$ cat config.mk
export PLATFORM = sky130hd
export DESIGN_NAME = countdown_timer_flat
export DESIGN_NICKNAME = d
export VERILOG_FILES = /design/src/rtl/countdown_pkg.sv /design/src/rtl/countdown_timer_if.sv /design/src/rtl/countdown_timer_prescaler.sv /design/src/rtl/countdown_timer.sv /design/src/flat_wrapper.sv
export SDC_FILE = /design/constraint.sdc
export NUM_CORES = 1
export LEC_CHECK = 0
export CAP_MARGIN = 10
export CELL_PAD_IN_SITES_DETAIL_PLACEMENT = 2
export CELL_PAD_IN_SITES_GLOBAL_PLACEMENT = 2
export CORE_MARGIN = 10
export CORE_UTILIZATION = 25
export DETAILED_ROUTE_END_ITERATION = 6
export PLACE_DENSITY_LB_ADDON = 0.3
export SETUP_SLACK_MARGIN = 0.3
export SYNTH_ARGS = -nofsm -noshare
export SYNTH_HDL_FRONTEND = slang
export SYNTH_SLANG_ARGS = --single-unit
export TNS_END_PERCENT = 100
$ cat constraint.sdc
create_clock -name CP -period 1.85 [get_ports CP]
set_clock_uncertainty 0.1 [all_clocks]
set_input_delay 0.2775 -clock CP [delete_from_list [all_inputs] [get_ports CP]]
set_output_delay 0.2775 -clock CP [all_outputs]
set_load 0.01 [all_outputs]
$ cat src/rtl/countdown_pkg.sv
// Shared types and helpers for the countdown timer family.
package countdown_pkg;

  typedef enum logic [0:0] {RUN = 1'b0, DONE = 1'b1} cd_state_t;

  localparam logic CD_ONESHOT = 1'b0;
  localparam logic CD_RELOAD  = 1'b1;

  // Ceil(log2(v)), but never below 1 so a divide-by-1 still gets a legal register width.
  function automatic int cd_clog2(input int v);
    int r;
    r = 1;
    for (int i = 1; i < 31; i++)
      if ((1 << i) < v) r = i + 1;
    return r;
  endfunction

endpackage

$ cat src/rtl/countdown_timer_if.sv
// Control/status bundle between the countdown timer and its game/quiz controller.
interface countdown_timer_if #(parameter int WIDTH = 4);
  logic             En;
  logic             load;
  logic [WIDTH-1:0] load_val;
  logic             reload_md;
  logic [WIDTH-1:0] st_cd;
  logic             t_up;
  logic             running;

  modport master (output En, load, load_val, reload_md, input st_cd, t_up, running);
  modport slave  (input En, load, load_val, reload_md, output st_cd, t_up, running);
endinterface

$ cat src/rtl/countdown_timer_prescaler.sv
// Enable divider: one tick every PRESCALE enabled cycles, cleared by load.
// Present only when COUNTDOWN_PRESCALER_EN is defined.
`ifdef COUNTDOWN_PRESCALER_EN
module cd_prescaler
  import countdown_pkg::*;
#(
  parameter int PRESCALE = 1
) (
  input  logic CP,
  input  logic rst,
  input  logic en,
  input  logic clr,
  output logic tick
);
  localparam int PW = cd_clog2(PRESCALE);
  localparam logic [PW-1:0] LAST = PW'(PRESCALE - 1);

  logic [PW-1:0] cnt;

  assign tick = en && (cnt == LAST);

  // Phase freezes while disabled so counting resumes exactly where it stopped.
  always_ff @(posedge CP or posedge rst) begin
    if (rst)       cnt <= '0;
    else if (clr)  cnt <= '0;
    else if (tick) cnt <= '0;
    else if (en)   cnt <= cnt + PW'(1);
  end
endmodule
`endif

$ cat src/rtl/countdown_timer.sv
// Parametrised down-counter with load, optional prescaler and one-shot/auto-reload.
// Optional prescaler: COUNTDOWN_PRESCALER_EN (otherwise every enabled cycle is a step).
module countdown_timer
  import countdown_pkg::*;
#(
  parameter int WIDTH    = 4,
  parameter int INIT_VAL = 9,
  parameter int PRESCALE = 1
) (
  input  logic               CP,
  input  logic               rst,
  countdown_timer_if.slave   bus
);
  localparam logic [WIDTH-1:0] INIT    = WIDTH'(INIT_VAL);
  localparam logic [0:0]       ST_RUN  = 1'(RUN);
  localparam logic [0:0]       ST_DONE = 1'(DONE);

  logic [0:0]       state;
  logic [WIDTH-1:0] st_cd_q;
  logic [WIDTH-1:0] reload_q;
  logic             t_up_q;
  logic             tick;

`ifdef COUNTDOWN_PRESCALER_EN
  cd_prescaler #(.PRESCALE(PRESCALE)) u_presc (
    .CP   (CP),
    .rst  (rst),
    .en   (bus.En),
    .clr  (bus.load),
    .tick (tick)
  );
`else
  logic unused_prescale;
  assign unused_prescale = (PRESCALE != 0);
  assign tick = bus.En;
`endif

  // load beats tick; in RUN t_up defaults low so reload-mode expiry is a single-cycle pulse.
  always_ff @(posedge CP or posedge rst) begin
    if (rst) begin
      st_cd_q  <= INIT;
      reload_q <= INIT;
      state    <= (INIT != '0) ? ST_RUN : ST_DONE;
      t_up_q   <= (INIT == '0);
    end else if (bus.load) begin
      st_cd_q  <= bus.load_val;
      reload_q <= bus.load_val;
      if (bus.load_val == '0 && bus.reload_md == CD_ONESHOT) begin
        state  <= ST_DONE;
        t_up_q <= 1'b1;
      end else begin
        state  <= ST_RUN;
        t_up_q <= 1'b0;
      end
    end else if (state == ST_RUN) begin
      t_up_q <= 1'b0;
      if (tick) begin
        if (st_cd_q > WIDTH'(1)) begin
          st_cd_q <= st_cd_q - WIDTH'(1);
        end else if (st_cd_q == WIDTH'(1)) begin
          st_cd_q <= '0;
          t_up_q  <= 1'b1;
          if (bus.reload_md == CD_ONESHOT) state <= ST_DONE;
        end else if (bus.reload_md == CD_RELOAD) begin
          st_cd_q <= reload_q;
        end else begin
          // Mode flipped to one-shot while parked at 0: settle in DONE rather than reload.
          state  <= ST_DONE;
          t_up_q <= 1'b1;
        end
      end
    end
  end

  assign bus.st_cd   = st_cd_q;
  assign bus.t_up    = t_up_q;
  assign bus.running = (state == ST_RUN);

endmodule

$ cat src/flat_wrapper.sv
// flat-port wrapper written by rule: the top's interface ports become plain ports
module countdown_timer_flat import countdown_pkg::*;
#(
  parameter int WIDTH    = 4,
  parameter int INIT_VAL = 9,
  parameter int PRESCALE = 1
)
  (CP, rst, bus_En, bus_load, bus_load_val, bus_reload_md, bus_st_cd, bus_t_up, bus_running);
  countdown_timer_if #(.WIDTH(WIDTH)) bus_i ();
  input  logic CP;
  input  logic rst;
  input wire logic [$bits(bus_i.En)-1:0] bus_En;
  input wire logic [$bits(bus_i.load)-1:0] bus_load;
  input wire logic [$bits(bus_i.load_val)-1:0] bus_load_val;
  input wire logic [$bits(bus_i.reload_md)-1:0] bus_reload_md;
  output wire logic [$bits(bus_i.st_cd)-1:0] bus_st_cd;
  output wire logic [$bits(bus_i.t_up)-1:0] bus_t_up;
  output wire logic [$bits(bus_i.running)-1:0] bus_running;
  assign bus_i.En = bus_En;
  assign bus_i.load = bus_load;
  assign bus_i.load_val = bus_load_val;
  assign bus_i.reload_md = bus_reload_md;
  assign bus_st_cd = bus_i.st_cd;
  assign bus_t_up = bus_i.t_up;
  assign bus_running = bus_i.running;
  countdown_timer #(.WIDTH(WIDTH), .INIT_VAL(INIT_VAL), .PRESCALE(PRESCALE)) u_core (.CP(CP), .rst(rst), .bus(bus_i));
endmodule
==> results.json, run 1 <==
{
  "status": "completed",
  "grt.total_usage": 0.0984,
  "cts_tree": "done",
  "end_kind": "flop",
  "dieArea_sq_um": 4700,
  "slew_viol_final": 0,
  "synth-edff-count": 0,
  "grt_pass1_vias": 718,
  "slew-limit-headroom": 0.740,
  "path_class": "reg -> reg",
  "place_congestion": 0.767,
  "numPortBuffers": 14,
  "gr-total-overflow": 0,
  "worstMarginPinSlew_ps": 389,
  "clk_pin_slew_ps": 60,
  "regArea_sq_um": 255,
  "required_ps": 1900,
  "antenna_found_initial": 0,
  "fin_crit_sh": 0.964,
  "power_frac_seq": 0.391,
  "synth_seq_cells": 10,
  "max-cap-violations": 0,
  "grt_pass1_wl_mm": 3.44,
  "die_h_um": 68.6,
  "r2r_start": "u_core.bus.st_cd[1]",
  "syn_avg_cell_area_sq_um": 9.66,
  "powerDensity_nw_per_um2": 726,
  "clk_latency_ps": 270,
  "dp.cells": 112,
  "syn_inst": 61,
  "viasPerCell": 5.06,
  "numCtsBuffers": 3,
  "drc_errors": 0,
  "core-area_sq_um": 2230,
  "syn_nets": 72,
  "start_util": 0.264,
  "hold_buffers": 0,
  "swShare": 0.324,
  "drtAntennaViolNets": 0,
  "die_width_um": 68.6,
  "hold_viol_final": 0,
  "wire_per_inst_um": 16.7,
  "synth_top_area_frac": 0.255,
  "rows": 17,
  "ys_seq_area_frac": 0.433,
  "cts_sinks": 10,
  "totalWireLength_mm": 2.02,
  "dp_hpwl_mm": 1.51,
  "multiInputGateArea_sq_um": 347,
  "drive_above_1_share": 0.452,
  "h-tree-depth": 1,
  "async_reset_ff_frac": 1.00,
  "yosysWarnings": 0,
  "fmax_mhz": 560,
  "fillers": 255,
  "worstSetupStartpointType": "flop",
  "hp-class": "in -> async",
  "synth_cell_types": 26,
  "critPathCapture": "u_core.bus.t_up",
  "grt_use_met2": 0.162,
  "area_delta_synth_final_pct": 60.9,
  "power.switching_uw": 223,
  "grt_use_met3": 0.0177,
  "diodes": 0,
  "cts_buffer_depth": 2,
  "setup-violations-final": 0,
  "synth.top_cells.by_count": "11 x inv_1, 6 x dfrtp_1, 6 x o21ai_0",
  "synth_area_sq_um": 589,
  "crit_start": "u_core.bus.st_cd[1]",
  "r2r_cells": 7,
  "initialDrtViolationCount": 17,
  "yosysMostFrequentCell": "inv_1",
  "r2r_setup_slack_ps": 70,
  "vias": 612,
  "vdd_drop_max_mv": 0.416,
  "pwr-share-clk": 0.213,
  "grtUsageMet1": 0.115,
  "top_usage_layer": "met2",
  "fin_util": 0.425,
  "tns_ps": 0,
  "clockRootBuffer": "clkbuf_4",
  "fin_cells": 121,
  "grt_start_max_net_pins": 11,
  "p_leak_uw": 0.000427,
  "first_pass_iters": 2,
  "intPower_uw": 465,
  "nets": 106,
  "synth.area.top_cells": "dfrtp_1 25%, dfstp_2 18%, inv_1 7.0%, o21ai_0 5.1%, ha_1 4.2%",
  "post-route-min-period_ps": 1780,
  "synth_flop_cell": "dfrtp_1",
  "rsz0062_at_grt": "true",
  "ios": 15,
  "path_max_fanout": 4,
  "pwr-share-comb": 0.396,
  "r2r_end": "u_core.bus.t_up",
  "cp.arrival_ps": 1840,
  "yosysTopAreaCell": "dfrtp_1"
}
## layout by cell type (no fill, tap or decap), drive strengths merged
cell type / instances
dlygate4sd2: 4
a41oi: 1
o21ai: 6
o311a: 1
dfrtp: 6
or4: 1
clkbuf: 4
nor4: 1
and4b: 1
a41o: 1
nor4b: 1
or2: 1
a31oi: 2
o21bai: 1
a211o: 1
o21a: 1
clkdlybuf4s50: 8
nor2: 4
a21oi: 2
a211oi: 3
buf: 17
o32a: 1
o31ai: 4
dfstp: 4
ha: 2
nand2: 4
inv: 11
## how the worst min path moves through the flow
stage | start | endpoint
6_report | rst | u_core.bus.t_up
5_1_grt | rst | u_core.reload_q[2]
4_1_cts | rst | u_core.reload_q[1]
3_5_place_dp | u_core.reload_q[3] | u_core.reload_q[3]
3_3_place_gp | u_core.reload_q[3] | u_core.reload_q[3]
2_1_floorplan | rst | u_core.bus.st_cd[1]
## worst max-delay path, cell delays in order, from the launching register on
cell and delay [ps]:
dfrtp_1 370, inv_2 70, ha_2 190, buf_4 150
or2_4 260, a41o_1 180, o21a_1 180, o32a_2 170
## sequential cells by signal, summed over array words and instances (netlist names)
| signal | count |
|---|---|
| u_core.bus.t_up | 1 |
| u_core.state | 1 |
| u_core.reload_q | 4 |
| u_core.bus.st_cd | 4 |
## repair_timing
action,CTS,global route
endpoints found under the setup margin,12,9
pin swaps,6,5
resized for setup,14,9
buffers inserted,5,1
## layout make-up
| type | instances | share of cell area |
|---|---|---|
| sequential | 10 | 0.269 |
| tap | 28 | 0.0369 |
| multi-input combinational | 39 | 0.365 |
| timing repair buffer | 30 | 0.261 |
| clock buffer | 3 | 0.0237 |
| inverter | 11 | 0.0435 |
## power groups by stage
stage	Sequential, uW	Clock, uW	Combinational (uW)
2_1_floorplan	282	0	104
3_3_place_gp	276	0	226
3_5_place_dp	276	0	231
4_1_cts	268	155	259
5_1_grt	273	169	300
6_report	269	146	273
## metal layers
metal  wire length (um)  part of all wire
met1                946              0.47
met2                961              0.48
met3                 66             0.033
met4                 46             0.023
met5                  0                 0
## metrics by stage
stage	cell area [sq um]	setup WS (ps)	hold WS [ps]	total power, uW
floorplan	607	58.1	14.8	386
global placement	853	-30.6	374	502
detailed placement	853	-21.1	377	507
CTS	930	53.2	202	682
global route	948	-9.35	234	742
finish	948	65.7	188	688
## kinds of logic (layout without fill, tap and decap cells)
kind of cell	Yosys count	after routing	share of synthesized area
buf+inv	12	44	0.0764
compound gates	24	24	0.306
simple gates	13	13	0.142
fa+ha+maj	2	2	0.0425
flops	10	10	0.433
Power figures use the tool's default switching activity.
==> run 2, diff against run 1 <==
CORE_MARGIN = unset   (was 10)
==> results.json, run 2 (synthesized netlist as in run 1, its figures left out) <==
{
  "die_width_um": 50.6,
  "grt_pass1_vias": 675,
  "first_pass_iters": 2,
  "layout_commonest_cell": "buf_4",
  "swShare": 0.312,
  "core-area_sq_um": 2210,
  "grt_pass1_wl_mm": 3.39,
  "dp_hpwl_mm": 1.37,
  "place_congestion": 0.761,
  "final_cell_mix": "14 x buf_4, 9 x inv_1, 8 x clkdlybuf4s50_1, 6 x dfrtp_1, 5 x o21ai_0",
  "timing.hold.ws_ps": 198,
  "r2r_cells": 6,
  "start_util": 0.266,
  "pwr-share-comb": 0.374,
  "fmax_mhz": 558,
  "clk_latency_ps": 260,
  "fin_cells": 120,
  "totalWireLength_mm": 1.96,
  "path_max_fanout": 4,
  "hold_buffers": 0,
  "hp-class": "in -> async",
  "grt_start_max_net_pins": 12,
  "rows": 17,
  "wire_per_inst_um": 16.3,
  "max-cap-violations": 0,
  "dpl_cell_area_sq_um": 831,
  "vias": 588,
  "path_class": "reg -> reg",
  "powerDensity_nw_per_um2": 775,
  "layout_setup_ws_ps": 58.2,
  "h-tree-depth": 1,
  "power.switching_uw": 229,
  "required_ps": 1900,
  "setup-violations-final": 0,
  "hold_viol_final": 0,
  "end_kind": "flop",
  "status": "completed",
  "gr-total-overflow": 0,
  "intPower_uw": 506,
  "drtAntennaViolNets": 0,
  "viasPerCell": 4.90,
  "cts_tree": "done",
  "ios": 15,
  "clockRootBuffer": "clkbuf_4",
  "power_frac_seq": 0.362,
  "drc_errors": 0,
  "diodes": 0,
  "numPortBuffers": 14,
  "dp.cells": 109,
  "finish.instance_area_sq_um": 948,
  "vdd_drop_max_mv": 0.349,
  "grt.total_usage": 0.184,
  "dpl_worst_slack_ps": -33.3,
  "post-route-min-period_ps": 1790,
  "antenna_found_initial": 0,
  "numCtsBuffers": 3,
  "initialDrtViolationCount": 4,
  "area_delta_synth_final_pct": 60.9,
  "worstMarginPinSlew_ps": 398,
  "cp.arrival_ps": 1840,
  "nets": 104,
  "slew-limit-headroom": 0.734,
  "die_h_um": 50.6,
  "p_leak_uw": 0.000435,
  "slew_viol_final": 0,
  "drive_above_1_share": 0.424,
  "fin_crit_sh": 0.969,
  "rsz0062_at_grt": "true",
  "worstSetupStartpointType": "flop",
  "clk_pin_slew_ps": 70,
  "pwr-share-clk": 0.265,
  "dieArea_sq_um": 2560,
  "cts_sinks": 10,
  "cts_buffer_depth": 2
}
## run 2: repair_timing
action                                  CTS  global route
endpoints found under the setup margin   11             8
pin swaps                                 5             3
setup buffers                             6             1
gates resized for setup                  12             7
## run 2: metrics by stage
| stage | total power, uW | setup TNS [ps] | utilization |
|---|---|---|---|
| after CTS | 724 | 0 | 0.420 |
| after global routing | 780 | -0.587 | 0.429 |
| after detailed placement | 497 | -33.3 | 0.376 |
| final | 735 | 0 | 0.429 |
| after floorplan | 386 | 0 | - |
| after global placement | 489 | -28.5 | 0.376 |
## run 2: path summary, 6_finish.rpt
path / start / endpoint / slack [ps]
max: u_core.bus.st_cd[0] / u_core.bus.t_up / 60
min: rst / u_core.bus.st_cd[1] / 200
max reg2reg: u_core.bus.st_cd[0] / u_core.bus.t_up / 60
min reg2reg: u_core.reload_q[3] / u_core.reload_q[3] / 390
max in group asynchronous: rst / u_core.bus.st_cd[3] / 1130
min in group CP: u_core.reload_q[3] / u_core.reload_q[3] / 390
## run 2: per-layer routing
metal	share of wire	GRT usage	routed length, um	up-vias
met2	0.51	0.304	992	11
met3	0.031	0.0212	61	2
met1	0.45	0.242	890	289
met4	0.0082	0.0741	16	0
met5	0	0	0	-
li1	-	-	-	286
## run 2: power groups by stage
stage / Combinational (uW) / Clock (uW) / Sequential [uW]
6_report: 275 / 194 / 266
5_1_grt: 298 / 214 / 268
4_1_cts: 257 / 203 / 264
3_5_place_dp: 221 / 0 / 276
3_3_place_gp: 215 / 0 / 274
2_1_floorplan: 104 / 0 / 282
## run 2: worst max-delay path, stage by stage, from the launching register on
cell	delay (ps)
dfstp_2	570
inv_2	50
ha_4	170
or2_4	260
a41o_1	190
o21a_1	180
o32a_2	170
## run 2: final cells by class
| class | count | area (sq um) |
|---|---|---|
| well taps | 28 | 35.0 |
| repair buffers | 28 | 244 |
| inverters | 11 | 41.3 |
| multi-input cells | 39 | 337 |
| flip-flops and latches | 10 | 255 |
| clock buffers | 4 | 36.3 |
| fillers | 256 | 1260 |
